<file path="src/rtl/dmem_responder_pkg.sv">
// Shared definitions for the multi-cycle data-memory responder.
// The state encoding is decoded by hazard logic and benches.
package dmem_responder_pkg;
  localparam int WORD_W = 32;
  localparam int OFFS_W = 2;

  typedef enum logic [1:0] {
    ST_IDLE = 2'd0,
    ST_WAIT = 2'd1,
    ST_RESP = 2'd2
  } state_t;
endpackage

</file>
<file path="src/rtl/dmem_array.sv">
// Single-port storage: synchronous write, registered read.
// Contents are never cleared; only the read register resets.
module dmem_array #(
  parameter int DATA_W = 32,
  parameter int DEPTH  = 128,
  parameter int AW     = $clog2(DEPTH)
) (
  input  logic              clk_i,
  input  logic              rst_i,
  input  logic              i_we,
  input  logic              i_re,
  input  logic [AW-1:0]     i_idx,
  input  logic [DATA_W-1:0] i_wdata,
  output logic [DATA_W-1:0] o_rdata
);
  logic [DATA_W-1:0] r_mem [DEPTH];
  logic [DATA_W-1:0] r_rdata;

  always_ff @(posedge clk_i) begin
    if (i_we) r_mem[i_idx] <= i_wdata;
  end

  always_ff @(posedge clk_i) begin
    if (rst_i)     r_rdata <= '0;
    else if (i_re) r_rdata <= r_mem[i_idx];
  end

  assign o_rdata = r_rdata;
endmodule

</file>
<file path="src/rtl/dmem_responder.sv">
// MEM-stage responder: stalls the pipeline for LATENCY cycles,
// then completes one load or store in a single response cycle.
module dmem_responder
  import dmem_responder_pkg::*;
#(
  parameter int DATA_W  = WORD_W,
  parameter int DEPTH   = 128,
  parameter int LATENCY = 2
) (
  input  logic              clk_i,
  input  logic              rst_i,
  input  logic              MemRead_i,
  input  logic              MemWrite_i,
  input  logic [31:0]       addr_i,
  input  logic [DATA_W-1:0] data_i,
  output logic [DATA_W-1:0] data_o,
  output logic              stall_o,
  output logic              resp_valid_o,
  output logic              err_o
);
  localparam int AW = $clog2(DEPTH);
  localparam logic [3:0] WLOAD =
    (LATENCY > 1) ? 4'(LATENCY - 2) : 4'd0;

  state_t            r_state;
  state_t            w_next;
  logic [3:0]        r_wcnt;
  logic              r_op_rd;
  logic [AW-1:0]     r_idx;
  logic [DATA_W-1:0] r_wdata;

  logic              w_req;
  logic              w_illegal;
  logic              w_legal;
  logic              w_idle;
  logic              w_go;
  logic              w_acc_rd;
  logic [AW-1:0]     w_idx;
  logic [DATA_W-1:0] w_wdata;
  logic              w_unused;

  assign w_req     = MemRead_i | MemWrite_i;
  assign w_illegal = w_req &
    ((addr_i[OFFS_W-1:0] != '0) | (MemRead_i & MemWrite_i));
  assign w_legal   = w_req & ~w_illegal;
  assign w_idle    = (r_state == ST_IDLE);
  assign w_unused  = ^addr_i[31:AW+OFFS_W];

  always_comb begin
    w_next = r_state;
    unique case (r_state)
      ST_IDLE: begin
        if (w_legal)
          w_next = (LATENCY == 1) ? ST_RESP : ST_WAIT;
      end
      ST_WAIT: begin
        if (r_wcnt == 4'd0) w_next = ST_RESP;
      end
      ST_RESP: w_next = ST_IDLE;
      default: w_next = ST_IDLE;
    endcase
  end

  always_ff @(posedge clk_i) begin
    if (rst_i) begin
      r_state <= ST_IDLE;
      r_wcnt  <= 4'd0;
      r_op_rd <= 1'b0;
      r_idx   <= '0;
      r_wdata <= '0;
    end else begin
      r_state <= w_next;
      if (w_idle && w_legal) begin
        r_wcnt  <= WLOAD;
        r_op_rd <= MemRead_i;
        r_idx   <= addr_i[AW+OFFS_W-1:OFFS_W];
        r_wdata <= data_i;
      end else if (r_state == ST_WAIT && r_wcnt != 4'd0) begin
        r_wcnt <= r_wcnt - 4'd1;
      end
    end
  end

  // The access fires on the edge entering RESP; with LATENCY=1
  // that edge leaves IDLE, so the live request is used directly.
  assign w_go     = ~rst_i & (w_next == ST_RESP) &
                    (r_state != ST_RESP);
  assign w_acc_rd = w_idle ? MemRead_i : r_op_rd;
  assign w_idx    = w_idle ? addr_i[AW+OFFS_W-1:OFFS_W] : r_idx;
  assign w_wdata  = w_idle ? data_i : r_wdata;

  dmem_array #(
    .DATA_W (DATA_W),
    .DEPTH  (DEPTH),
    .AW     (AW)
  ) u_array (
    .clk_i   (clk_i),
    .rst_i   (rst_i),
    .i_we    (w_go & ~w_acc_rd),
    .i_re    (w_go & w_acc_rd),
    .i_idx   (w_idx),
    .i_wdata (w_wdata),
    .o_rdata (data_o)
  );

  assign stall_o      = (w_idle & w_legal) | (r_state == ST_WAIT);
  assign resp_valid_o = (r_state == ST_RESP);
  assign err_o        = w_idle & w_illegal;
endmodule
</file>
<file path="config.mk">
export PLATFORM = sky130hd
export DESIGN_NAME = dmem_responder
export DESIGN_NICKNAME = d
export VERILOG_FILES = /design/src/rtl/dmem_responder_pkg.sv /design/src/rtl/dmem_array.sv /design/src/rtl/dmem_responder.sv
export SDC_FILE = /design/constraint.sdc
export NUM_CORES = 2
export LEC_CHECK = 0
export BUFFER_PORTS_ARGS = -buffer_cell sky130_fd_sc_hd__buf_2
export CAP_MARGIN = 20
export CORE_ASPECT_RATIO = 2
export CORE_MARGIN = 2
export CORE_UTILIZATION = 56
export CTS_CLUSTER_DIAMETER = 100
export CTS_CLUSTER_SIZE = 30
export DETAILED_ROUTE_END_ITERATION = 6
export PLACE_DENSITY = 0.72
export RECOVER_POWER = 25
export SYNTH_ARGS = -nofsm -noshare
export SYNTH_HDL_FRONTEND = slang
export SYNTH_SLANG_ARGS = --single-unit
export TNS_END_PERCENT = 5
</file>
<file path="constraint.sdc">
create_clock -name clk_i -period 4.45 [get_ports clk_i]
set_input_delay 0.445 -clock clk_i [delete_from_list [all_inputs] [get_ports clk_i]]
set_output_delay 0.445 -clock clk_i [all_outputs]
set_load 0.005 [all_outputs]
</file>
# ---- Word level (Yosys, flattened, before mapping)
# Memory sizes are Yosys's and may differ from the RTL's. A register that Yosys moved wholly into a read port is not among the register bits.
# Cells that the tools add are included.
dict set report totals {
  output_inout_bits 35
  regBits 46
  mem_bits_rw 4096
  memories 1
  word_cells 41
}
dict set report op_classes {
  n_eq_ne 4
  n_mux 8
  n_reduce_logical 7
  bitwise 15
  addsub 1
}
# name words word_bits rd rd_clocked_by_memory_dff write_ports line
set mem_list {}
lappend mem_list {u_array.r_mem 128 32 1 1 1 dmem_array.sv:16} ;# logic [DATA_W-1:0] r_mem [DEPTH];
# op count
set ops {}
lappend ops {{$mux W32} 1}
lappend ops {{$and A1 B1 Y1} 9}
lappend ops {{$mux W7} 1}
lappend ops {{$eq A2 B2 Y1 const B} 2}
lappend ops {{$logic_not A4 Y1} 1}
lappend ops {{$mux W2} 2}
lappend ops {{$pmux W2 S2} 1}
lappend ops {{$reduce_bool A4 Y1} 1}
lappend ops {{$sub A4 B1 Y4 const B} 1}
lappend ops {{$mux W1} 3}
lappend ops {{$not A1 Y1} 3}
lappend ops {{$or A1 B1 Y1} 3}
lappend ops {{$eq A2 B1 Y1 const B} 1}
lappend ops {{$logic_and A1 B1 Y1} 2}
lappend ops {{$logic_not A2 Y1} 1}
lappend ops {{$ne A2 B2 Y1 const B} 1}
lappend ops {{$reduce_bool A2 Y1} 1}
lappend ops {{$reduce_or A2 Y1} 1}

# ---- Longest topological paths before layout
dict set report depth {
  depth_word 13
  depth_mapped 15
}

# ---- Cells and area by module
# From an unflattened synthesis, not the netlist that was laid out.
dict set report unflattened {
  cells_unflattened 8952
  hier_area_um2 160948.1
}
# module area_each_um2 cells_each n_inst
set modules_own_cells {}
lappend modules_own_cells {dmem_array 158574.6 8681 1}
lappend modules_own_cells {dmem_responder 2373.5 271 1}

# ---- Worst setup path after synthesis
# OpenSTA, ideal clock, no wires.
dict set report synth_path {
  kind {input port to flip-flop}
  start {input addr_i[2]}
  end {memory u_array.r_mem[73][0], enable pin}
  n_path_buf 5
  cell_stages 9
  setup_slack_ps 447
  required_ps 4029
  setup_ps 421
  arrival_time_ps 3582
  path_cell_list {or3b_1 > buf_2 > o22ai_2 > buf_2 > buf_2 > buf_2 > nand2_1 > clkbuf_1 > nor2_1}
}
dict set report synth_via {
  elab_chain_cells 1
}
# item line
set synth_rtl {}
lappend synth_rtl {{from (decl)} dmem_responder.sv:14} ;# input logic [31:0] addr_i,
lappend synth_rtl {{$mux W7} dmem_responder.sv:89} ;# assign w_idx = w_idle ? addr_i[AW+OFFS_W-1:OFFS_W] : r_idx;
lappend synth_rtl {{to (decl)} dmem_array.sv:16}
# No other way between the ends.

# ---- Final worst setup path
dict set report layout_path {
  start {register r_state[0]}
  end {register u_array.r_rdata[22] (netlist: u_array.o_rdata[22]), read port of u_array.r_mem}
}
dict set report layout_via {
  elab_chain_cells 6
  word_cells_on_any_way 12
  classes_between {eq/ne (3); mux (5); bitwise (3); reduce/logical (1)}
}
# item line
set layout_rtl {}
lappend layout_rtl {{from (decl)} dmem_responder.sv:25} ;# state_t r_state;
lappend layout_rtl {{from (signal assigned)} dmem_responder.sv:72} ;# r_state <= w_next;
lappend layout_rtl {{$eq A2 B1 Y1, or another cell as far along} dmem_responder.sv:51} ;# unique case (r_state)
lappend layout_rtl {{$pmux W2 S2} dmem_responder.sv:51}
lappend layout_rtl {{$eq A2 B2 Y1} dmem_responder.sv:86} ;# assign w_go = ~rst_i & (w_next == ST_RESP) &
lappend layout_rtl {{$and A1 B1 Y1 (2 in series)} dmem_responder.sv:86}
lappend layout_rtl {{$and A1 B1 Y1} dmem_responder.sv:100} ;# .i_re (w_go & w_acc_rd),
lappend layout_rtl {{to (decl)} dmem_array.sv:17} ;# logic [DATA_W-1:0] r_rdata;
# Parallel ways exist; a longest one is shown, timed or not.
# A chain may end at the register's enable or synchronous reset.

==> run metrics <==
Yosys top cell area share roughly 78%; Worst Tran Pin Value 2709 ps; Die Height around 760 µm; Pwr Density 389.9 mW/mm²; critical-path maximum fanout 34; CP Data Required Time 5210 ps; #FFs+latches synth 4174; Worst Hold Class in2reg; DRT Pass-1 Iters 7; CP Launch Point r_state[0]; WP data arrival 5300 ps; detailed-route vias per instance 7.061; VDD IR max 0.3681 mV; vias post-DR 96550; Core Area between 0.2 and 0.3 mm²; post-synthesis cell type count 79; critical path's top delay family compound AO/OA/AOI/OAI gates; clk root buf clkbuf_16; aggregate routed wire length around 520000 µm; crit path time final 4539 ps; Hold Path Origin addr_i[3]; Finish-stage setup viols 23; Comb power frac 10.3%; CTS tree done; share of layout cells above drive strength 1 13.80%; most common cell in the netlist edfxtp_1; Final GP Congestion approximately 1.0; fmax 220.3 MHz; Worst setup EP type flip-flop; Synth Flop Type edfxtp_1; max_slew headroom -81.02%; CTS H-Tree Depth 4; post-route cell area around 0.18 mm²; Post-DP Area 0.1716 mm²; final hold vios 0; most frequent CP cell buf_12; I/O pins 103; status complete, but fails checks; cell taking the most area after synthesis edfxtp_1; Synth Area per Inst 16.99 µm²; critical path launch point type flip-flop; crit path cell chain or2_2, mux2_8, nor2_4, buf_12, buf_12, a222oi_1, a31oi_2, buf_4, or4_1, a31oi_4, a311oi_1; worst setup path end u_array.o_rdata[22]; main area contributors after synthesis edfxtp_1 (78%), mux2i_1 (4.9%), a22oi_1 (1.7%), nand2_1 (1.7%), o22ai_1 (1.5%); Mapped Cells 9302; Port Buf Inserts 79; Final Net Count 9939; vias in the first global route 92840; maxcap violations 27; final hold slack 184.7 ps; Clock Path Buffers 4; total CTS buffers between 150 and 200; Synth-to-Final Area Change 11.71%; RSZ-0062 raised after global routing false; clk sinks 4174; synthesized cell area 0.1580 mm²; EDFF count, synth 4096; max layer used met5; clock power share 26.5%; final worst-path setup slack -89.12 ps; WS Path Type reg2reg; met3 wire len 54360 µm; period utilization 102.0%; Seq pwr share a little over three fifths; gr ovfl total 0; top cells by count, synth edfxtp_1 (4096), mux2i_1 (767), nand2_1 (714); DRT antenna net count 0; Async SR Flop Fraction 0%; Reg2Reg Launch Point r_state[0]; Total GRT Usage 35.39%; Ys Warns 0; worst-skew pair later-pin latency 920 ps; DP Wirelength around 320000 µm; slowest CP cell a222oi_1; die area roughly 0.29 mm²; slowest stage delay, CP ~700 ps; # DRC 16; first-pass GRT wire length roughly 710000 µm; M1 WL 154700 µm; number of cells on the critical path 11; routed length per instance 37.83 µm; max-slew violation count 1387; violated checks design-rule violations, max-capacitance violations, max-slew violations, negative setup slack; cell count of the worst reg-to-reg path 11; Sum Neg Setup Slack -347.1 ps; sw frac 23.67%; drt initial violations ~17000; syn_nets between 9000 and 10000; WL met2 between 200000 and 250000 µm; clock slew at reported path FFs 120 ps; Static Leak 56.81 nW; Clock Skews 79.31 ps; register area share after synthesis 78.82%; R2R Path End u_array.o_rdata[22]; FP Rows 275; internal reg-to-reg setup slack -90 ps; Chip Width roughly 380 µm; Sw Pwr about 16 mW; Critical path buffers and inverters 3; antenna violations before repair 29; Initial Utilization 56.36%; Hold Path Depth 4; largest net degree at the start of global routing 129; cell-internal power 52.54 mW
what timing repair did:
action	in CTS	in global routing
hold buffers	69	0
resized for setup	5	3
buffers inserted	2	0
hold endpoints to repair	47	0
pin swaps	3	2
setup endpoints to repair	2	3
flip-flops by register name, summed over array words and instances, names as in the netlist:
signal / cells
r_wdata: 32
r_state: 2
u_array.r_mem: 4096
r_op_rd: 1
r_idx: 7
r_wcnt: 4
u_array.o_rdata: 32
cells in the final DEF (no fill, tap or decap), drive strengths merged, types with 16 or more instances in the layout:
cell,instances
o211ai,23
a311oi,30
o31ai,29
and3,16
edfxtp,4096
a41oi,24
nand4,26
dlygate4sd3,69
dfxtp,78
diode,19
a31oi,90
o221ai,59
buf,950
mux2i,769
mux2,21
a21oi,406
nor4,60
a22oi,362
clkbuf,239
a221oi,261
a2111oi,37
nand2b,33
a22o,71
nand3,93
nand2,715
a222oi,211
nor3,38
nor2,327
a211oi,17
o22ai,381
o21ai,242
power by group through the flow:
stage          Clock (mW)  Sequential (mW)  Combinational, mW
6_report             18.3             43.5               7.09
5_1_grt              19.4             43.5               7.14
4_1_cts              18.3             43.4               6.83
3_5_place_dp            0             44.3               6.76
3_3_place_gp            0             44.3               6.61
2_1_floorplan           0             44.5               3.15
metrics by stage:
step / power, mW / utilization (%) / std cells / worst slack, ps
after floorplan: 47.60 / - / 9302 / 446.5
after global placement: 50.95 / 61.19 / 13370 / -684.1
after detailed placement: 51.10 / 61.19 / 13370 / -755.7
after CTS: 68.55 / 63.04 / 13650 / 24.28
after global routing: 70.06 / 62.94 / 13660 / 28.50
final: 68.84 / 62.96 / 13670 / -89.12
final cells by class:
class                      instances  area [µm²]
sequential                      4174      124600
fill                           19120      103900
multi-input combinational       4471       31710
timing repair buffer            1051       11080
tap                             3739        4678
clock buffer                     208        4375
clock inverter                     5       61.31
antenna                           19       47.55
inverter                           7       26.28
cell families after synthesis:
group | after synthesis | synth area share (%)
compound gates | 2332 | 10.50
xor+xnor | 4 | 0.02217
fa+ha+maj | 1 | 0.007916
buf+inv | 657 | 2.026
flops | 4174 | 78.82
mux | 790 | 5.031
simple gates | 1344 | 3.598
worst register-to-register path: stages (launching register included):
cell      delay (ps)
dfxtp_1          420
or2_2            470
mux2_8           490
nor2_4           120
buf_12           170
buf_12           200
a222oi_1         720
a31oi_2          350
buf_4            240
or4_1            660
a31oi_4          390
a311oi_1         150
how the worst min path moves through the flow:
stage	endpoint	slack, ps
after floorplan	r_wdata[0]	440
after global placement	r_wdata[2]	440
after detailed placement	r_wdata[2]	450
after CTS	r_idx[1]	120
after global routing	r_idx[1]	190
final	r_idx[1]	180
per-layer routing:
metal / GRT usage (%) / up-vias
li1: - / 38780
met1: 39.63 / 48440
met2: 56.16 / 7505
met3: 5.950 / 1817
met4: 36.56 / 10
met5: 0 / -
(Power assumes the default switching activity.)
